$ cat src/rtl/video_frame_writer.sv
// video_frame_writer: write-side framer for the DDR3 two-port frame buffer.
// Optional macro VFW_GEOM_STATS_EN builds the meas_h/meas_v latches.

module video_frame_writer #(
  parameter int         H_ACTIVE = 1920,
  parameter int         V_ACTIVE = 1080,
  parameter bit         VS_POL   = 1'b1,
  parameter logic [7:0] ALPHA    = 8'hFF,
  parameter int         SKIP_W   = 4
) (
  input  logic              hdmi_clk148m5,
  input  logic              reset_n,
  input  logic              enable,
  input  logic [SKIP_W-1:0] frame_skip,
  input  logic              vid_vsync,
  input  logic              vid_den,
  input  logic [23:0]       vid_pixel,
  input  logic              wrfifo_full,
  input  logic              err_clr,
  output logic              wr_load,
  output logic              wrfifo_wren,
  output logic [31:0]       wrfifo_din,
  output logic              frame_done,
  output logic [15:0]       frame_cnt,
  output logic              err_geom,
  output logic              err_ovf,
  output logic [12:0]       meas_h,
  output logic [11:0]       meas_v
);

  typedef enum logic [1:0] {
    IDLE, WAIT_VS, WRITE, SKIP
  } state_t;

  localparam logic [12:0] H_LIM = 13'(H_ACTIVE);
  localparam logic [11:0] V_LIM = 12'(V_ACTIVE);

  state_t            state;
  logic [SKIP_W-1:0] skip_cnt;
  logic [12:0]       x;
  logic [11:0]       y;
  logic              vs_s1, vs_d;
  logic              den_s1, den_d;
  logic [23:0]       pix_s1;

  // stage 1: register the incoming stream, normalise vsync polarity
  always_ff @(posedge hdmi_clk148m5 or negedge reset_n) begin
    if (!reset_n) begin
      vs_s1  <= 1'b0;
      vs_d   <= 1'b0;
      den_s1 <= 1'b0;
      den_d  <= 1'b0;
      pix_s1 <= '0;
    end else begin
      vs_s1  <= (vid_vsync == VS_POL);
      vs_d   <= vs_s1;
      den_s1 <= vid_den;
      den_d  <= den_s1;
      pix_s1 <= vid_pixel;
    end
  end

  logic        vs_rise, den_fall, in_wr, line_open;
  logic        accept, geom_set, ovf_set;
  logic        write_next;
  logic [12:0] x_inc;
  logic [11:0] y_inc, y_close;

  assign vs_rise   = vs_s1 & ~vs_d;
  assign den_fall  = ~den_s1 & den_d;
  assign in_wr     = (state == WRITE);
  assign x_inc     = (x == 13'h1FFF) ? x : x + 13'd1;
  assign y_inc     = (y == 12'hFFF) ? y : y + 12'd1;
  assign line_open = den_s1 | den_fall;
  assign y_close   = line_open ? y_inc : y;

  assign accept  = in_wr & ~vs_rise & den_s1
                 & (x < H_LIM) & (y < V_LIM);
  assign ovf_set = accept & wrfifo_full;

  // geometry faults: stray pixels, bad line length, bad line count
  always_comb begin
    geom_set = 1'b0;
    if (in_wr) begin
      if (vs_rise)
        geom_set = (y_close != V_LIM) | den_s1
                 | (den_fall & (x != H_LIM));
      else if (den_s1)
        geom_set = ~accept;
      else if (den_fall)
        geom_set = (x != H_LIM);
    end
  end

  // will the frame following the current vsync be written
  always_comb begin
    write_next = in_wr;
    if (vs_rise) begin
      unique case (state)
        IDLE:    write_next = 1'b0;
        WAIT_VS: write_next = 1'b1;
        WRITE:   write_next = enable & (frame_skip == '0);
        SKIP:    write_next = enable
                            & (skip_cnt <= SKIP_W'(1));
      endcase
    end
  end

  // stage 2 outputs, frame FSM and position counters
  always_ff @(posedge hdmi_clk148m5 or negedge reset_n) begin
    if (!reset_n) begin
      state       <= IDLE;
      skip_cnt    <= '0;
      x           <= '0;
      y           <= '0;
      wr_load     <= 1'b0;
      wrfifo_wren <= 1'b0;
      wrfifo_din  <= '0;
      frame_done  <= 1'b0;
      frame_cnt   <= '0;
      err_geom    <= 1'b0;
      err_ovf     <= 1'b0;
    end else begin
      frame_done  <= 1'b0;
      wr_load     <= vs_s1 & write_next;
      wrfifo_wren <= accept & ~wrfifo_full;
      if (accept)
        wrfifo_din <= {pix_s1, ALPHA};
      err_geom <= geom_set | (err_geom & ~err_clr);
      err_ovf  <= ovf_set | (err_ovf & ~err_clr);

      unique case (1'b1)
        vs_rise: begin
          x <= '0;
          y <= '0;
        end
        den_fall: begin
          x <= '0;
          y <= y_inc;
        end
        den_s1:  x <= x_inc;
        default: ;
      endcase

      unique case (state)
        IDLE:
          if (enable)
            state <= WAIT_VS;
        WAIT_VS:
          if (vs_rise) begin
            state    <= WRITE;
            skip_cnt <= frame_skip;
          end
        WRITE:
          if (vs_rise) begin
            frame_done <= 1'b1;
            frame_cnt  <= frame_cnt + 16'd1;
            if (!enable)
              state <= IDLE;
            else if (frame_skip != '0) begin
              state    <= SKIP;
              skip_cnt <= frame_skip;
            end
          end
        SKIP:
          if (vs_rise) begin
            skip_cnt <= skip_cnt - SKIP_W'(1);
            if (skip_cnt <= SKIP_W'(1))
              state <= enable ? WRITE : IDLE;
          end
      endcase
    end
  end

`ifdef VFW_GEOM_STATS_EN
  logic [12:0] meas_h_q;
  logic [11:0] meas_v_q;

  // latch measured line length and line count
  always_ff @(posedge hdmi_clk148m5 or negedge reset_n) begin
    if (!reset_n) begin
      meas_h_q <= '0;
      meas_v_q <= '0;
    end else begin
      if (den_fall)
        meas_h_q <= x;
      if (vs_rise)
        meas_v_q <= y_close;
    end
  end

  assign meas_h = meas_h_q;
  assign meas_v = meas_v_q;
`else
  assign meas_h = '0;
  assign meas_v = '0;
`endif

endmodule
$ cat config.mk
export PLATFORM = sky130hd
export DESIGN_NAME = video_frame_writer
export DESIGN_NICKNAME = d
export VERILOG_FILES = /design/src/rtl/video_frame_writer.sv
export SDC_FILE = /design/constraint.sdc
export NUM_CORES = 1
export LEC_CHECK = 0
export ABC_AREA = 1
export CAP_MARGIN = 15
export CORE_ASPECT_RATIO = 1.75
export CORE_UTILIZATION = 30
export CTS_CLUSTER_SIZE = 28
export DETAILED_ROUTE_END_ITERATION = 12
export DONT_BUFFER_PORTS = 1
export HOLD_SLACK_MARGIN = 0.15
export RECOVER_POWER = 100
export SYNTH_ARGS = -nofsm -noshare
export SYNTH_HDL_FRONTEND = slang
export SYNTH_SLANG_ARGS = --single-unit
$ cat constraint.sdc
create_clock -name hdmi_clk148m5 -period 2.2 [get_ports hdmi_clk148m5]
set_input_delay 0.55 -clock hdmi_clk148m5 [delete_from_list [all_inputs] [get_ports hdmi_clk148m5]]
set_output_delay 0.55 -clock hdmi_clk148m5 [all_outputs]
set_load 0.01 [all_outputs]
Yosys cells after proc, flatten, opt, wreduce, memory -nomap -nowiden

Index checks and enable logic that the tools add are counted.

Register bits after elaboration: 112
Latch bits: 0
Memory bits (writable): 0
Memory bits (read-only): 0
Bits of input ports: 35
Output and inout bits: 78
Memories: 0

Add/subtract/negate cells: 4
Multiply operators: 0
Divide/modulo/power cells: 0
Order comparisons: 3
Equality and inequality tests: 16
Shift operators: 0
Muxes and demuxes: 28
Bitwise operators: 25
Reductions and logical operators: 11

Operator list:

| cell                  | count |
|---|---|
| $pmux 13 s2           | 1 |
| $mux 12               | 2 |
| $pmux 12 s2           | 1 |
| $mux 4                | 5 |
| $add 16x1->16 const B | 1 |
| $mux 2                | 8 |
| $and 1x1->1           | 14 |
| $ne 2x2->1 const B    | 7 |
| $add 13x1->13 const B | 1 |
| $eq 13x13->1 const B  | 1 |
| $lt 13x11->1 const B  | 1 |
| $mux 13               | 1 |
| $ne 13x11->1 const B  | 1 |
| $add 12x1->12 const B | 1 |
| $eq 12x12->1 const B  | 1 |
| $lt 12x11->1 const B  | 1 |
| $ne 12x11->1 const B  | 1 |
| $pmux 4 s3            | 1 |
| $reduce_and 6->1      | 2 |
| $pmux 2 s4            | 1 |
| $mux 1                | 7 |
| $not 1->1             | 6 |
| $or 1x1->1            | 5 |
| $eq 2x2->1 const B    | 2 |
| other kinds (13)      | 15 |

Longest topological paths before layout

Depth after elaboration: 12
Mapped depth: 13
Depth with buffers taken out: 13

Worst setup path after synthesis

OpenSTA, ideal clock, no wires.

Path type: reg2reg
Start: register vs_s1
End: register wrfifo_din[15]
Data arrival time: 1.481 ns
Data required time: 2.075 ns
Slack: 0.594 ns
Cell stages (with the launch flop): 9
Buffers on the path: 1
Period minus slack after synthesis: 1.606 ns
Path through: dfrtp_1 > nand2_2 > inv_1 > nor2_4 > inv_2 > nor3_4 > nand2_4 > buf_6 > mux2_4

Longest elaborated chain between the ends: 6

Ends and longest elaborated chain:

| what                      | line | source |
|---|---|---|
| start, declared           | 42   | `logic vs_s1, vs_d;` |
| start signal, assigned    | 55   | `vs_s1 <= (vid_vsync == VS_POL);` |
| $and 1x1->1               | 69   | `assign vs_rise = vs_s1 & ~vs_d;` |
| $not 1->1                 | 77   | `assign accept = in_wr & ~vs_rise & den_s1` |
| $and 1x1->1 (2 in series) | 77   |  |
| $and 1x1->1 (2 in series) | 78   | `& (x < H_LIM) & (y < V_LIM);` |
| end signal, assigned      | 128  | `wrfifo_din <= {pix_s1, ALPHA};` |
| end, declared             | 22   | `output logic [31:0] wrfifo_din,` |

Every way passes these cells.
A chain may end at the register's enable or synchronous reset.

Worst setup path in the final report

Start: register x[0]
End: register x[11]

Longest elaborated chain between the ends: 3
Elaborated cells between the ends (all ways): 6
Classes of those cells: add/sub: 1; eq/ne: 2; mux: 2; reduce/logical: 1

Ends and longest elaborated chain:

| what                                                   | line | source |
|---|---|---|
| start, declared                                        | 40   | `logic [12:0] x;` |
| start signal, assigned                                 | 141  | `den_s1: x <= x_inc;` |
| $add 13x1->13 / $eq 13x13->1 (equally long branches)   | 72   | `assign x_inc = (x == 13'h1FFF) ? x : x + 13'd1;` |
| $mux 13 / $ne 2x2->1 (equally long branches)           | -    |  |
| $pmux 13 s2 / $reduce_and 2->1 (equally long branches) | -    |  |

Parallel ways exist; a longest one is shown, timed or not. The select of a mux whose other input is x is not followed.

==> run metrics <==
P&R area growth vs syn 5.66%; aggregate global routing overflow 0; maximum clock path buffer count 2; crit-path cells ha_1, nand4_1, nor3_1, nand3_1, nand2_1, nand2_2, nand3_1, nand2_1, nand2_1, nor2_1; Power Density 1020 nW/um^2; Setup Skew 10.8 ps; Hold WS -106 ps; Required @ worst endpoint 2440 ps; most frequent cell after synthesis dfrtp_1; CTS resizes 0; worst rel slew slack 48.7%; post-route cell area 5210 um^2; Crit-path slowest cell nor3_1; Post-synth top cells dfrtp_1, nand2_1, nor2_1, inv_1; Seq/Total Area, Yosys 53.3%; GPL Wtd Cong 0.885; Max IR drop VDD 0.393 mV; share of layout cells above drive strength 1 8.23%; critical path arrival 2240 ps; CP delay by family, top simple AND/OR/NAND/NOR gates; failing checks hold timing; CP max stage delay 370 ps; predominant post-synthesis flop cell dfrtp_1; Site Rows 61; final count of hold timing violations 105; Crit. End Element flip-flop; ant diodes 0; First DRT Iteration DRCs 222; most frequent CP cell nand2_1; largest net degree at the start of global routing 106; synthesized area 4930 um^2; hpwl dp 7630 um; clk slew on worst S/H paths 80 ps; leak pwr 2.38 nW; via count 3248; Die H 172 um; TritonCTS clock tree done; Initial Utilization 30.9%; full die area 17000 um^2; Tot GR Track Use 12.1%; CTS Buf Count 9; CP Class reg -> reg; CP Max Fanout 7; Layout Nets 534; Detail Route Antenna Nets 0; DRT Pass-1 Iters 4; synth warn 0; fraction of registers with async set/reset 100%; Synth top area share 53.3%; Final setup viols 0; top cells by area, synth dfrtp_1, nand2_1, mux2_4; vias per cell 4.73; setup TNS 0 ps; RSZ-0062 raised after global routing false; Max Transition Viols Final 0; chip width 98.9 um; cell count after synthesis 491; status finished with violations; Num Clock Sinks 105; Ports 113; Finished Core Util 32.6%; CP bufs+invs 0; Hold Crit Class in -> async; Yosys cell types 41; post-synth top area cell dfrtp_1; Post-DP Area 5010 um^2; Slew @ Worst Pin 760 ps; root buf cell clkbuf_16; Worst Setup Start Kind flip-flop; clk_lat worst skew 340 ps; core area 16000 um^2; EDFF count, synth 0; number of max-cap violations 0; register bit total from synthesis 105; period utilization 90.8%; number of antenna violations at the first check in global routing 0; DR WL/cell 14.9 um; first-pass GRT wire length 16000 um; Mean Syn Cell Area 10.0 um^2; Tmin final 2000 ps; H-tree depth 3; vias in the first global route 3237; residual DRC count 0; Fmax 500 MHz; port bufs 0; total wire length after detailed routing 10200 um
## worst register-to-register path, delay by kind of cell (launching register included)
kind          cells  cell delay, ps
simple gates      9            1320
fa+ha+maj         1             210
flops             1             360
## layout make-up
class / count / area [um^2]
repair buffers: 6 / 38.8
clock inverters: 6 / 58.8
fillers: 1615 / 10700
well taps: 189 / 236
inverters: 50 / 188
multi-input cells: 321 / 1820
clock buffers: 10 / 239
flip-flops and latches: 105 / 2630
## sequential cells by signal (all words and copies together), names as in the netlist, 2 cells and up
register    cells
skip_cnt        4
frame_cnt      16
pix_s1         24
y              12
wrfifo_din     25
state           2
x              13
## final timing paths
| path | startpoint | to | slack, ps | depth (start not counted) |
|---|---|---|---|---|
| max in group asynchronous | reset_n | wrfifo_din[24]$_DFFE_PN0P_ | 2190 | 0 |
| min reg2reg | vs_s1$_DFF_PN0_ | vs_d$_DFF_PN0_ | 410 | 0 |
| min in group hdmi_clk148m5 | vid_pixel[1] | pix_s1[1]$_DFF_PN0_ | 230 | 0 |
| max | x[0]$_DFFE_PN0P_ | x[11]$_DFFE_PN0P_ | 200 | 10 |
| min | reset_n | wrfifo_din[10]$_DFFE_PN0P_ | -110 | 0 |
| max reg2reg | x[0]$_DFFE_PN0P_ | x[11]$_DFFE_PN0P_ | 200 | 10 |
## routing by layer
layer / GRT usage, % / vias up / part of all wire [%]
li1: - / 1549 / -
met1: 13.5 / 1579 / 39
met2: 21.9 / 102 / 53
met3: 2.93 / 18 / 5.3
met4: 4.87 / 0 / 2.4
met5: 0 / - / 0
## kinds of logic after synthesis
group,synth area share (%)
compound gates,5.46
xor+xnor,4.62
fa+ha+maj,1.52
buf+inv,9.62
flops,53.3
mux,7.01
other cells,0.0761
simple gates,18.4
## report_power, final
| part | internal, mW | total [mW] | switching (mW) | leakage [nW] |
|---|---|---|---|---|
| registers | 2.33 | 2.84 | 0.511 | 1.32 |
| clock network | 0.827 | 1.58 | 0.755 | 0.145 |
| logic | 0.391 | 0.880 | 0.490 | 0.915 |
| total | 3.55 | 5.31 | 1.76 | 2.38 |
## layout by cell type (no fill, tap or decap), drive strengths merged, types with 2 or more instances in the layout
master | netlist | layout
a21oi | 6 | 6
buf | 38 | 4
clkbuf | 1 | 12
clkinv | 1 | 3
conb | 1 | 25
dfrtp | 105 | 105
ha | 6 | 6
inv | 49 | 52
mux2 | 25 | 25
nand2 | 90 | 90
nand3 | 33 | 33
nand4 | 10 | 10
nor2 | 45 | 45
nor3 | 10 | 10
nor4 | 2 | 2
o21ai | 28 | 28
o22ai | 8 | 8
xnor2 | 8 | 8
xor2 | 18 | 18
## per-stage QoR
| step | setup WS, ps | hold slack, ps | total power, mW | std cells |
|---|---|---|---|---|
| global route | 26.8 | -121 | 5.64 | 687 |
| finish | 202 | -106 | 5.31 | 687 |
| detailed placement | 309 | 257 | 3.96 | 671 |
| CTS | 287 | -118 | 5.58 | 687 |
| global placement | 353 | 257 | 3.90 | 671 |
| floorplan | 594 | 254 | 3.72 | 515 |
## timing repair
item / in CTS / in global routing
endpoints found under the setup margin: 0 / 0
endpoints found under the hold margin: 105 / 105
setup buffers: 0 / 0
Note: power is estimated with default switching activity, not from simulation.
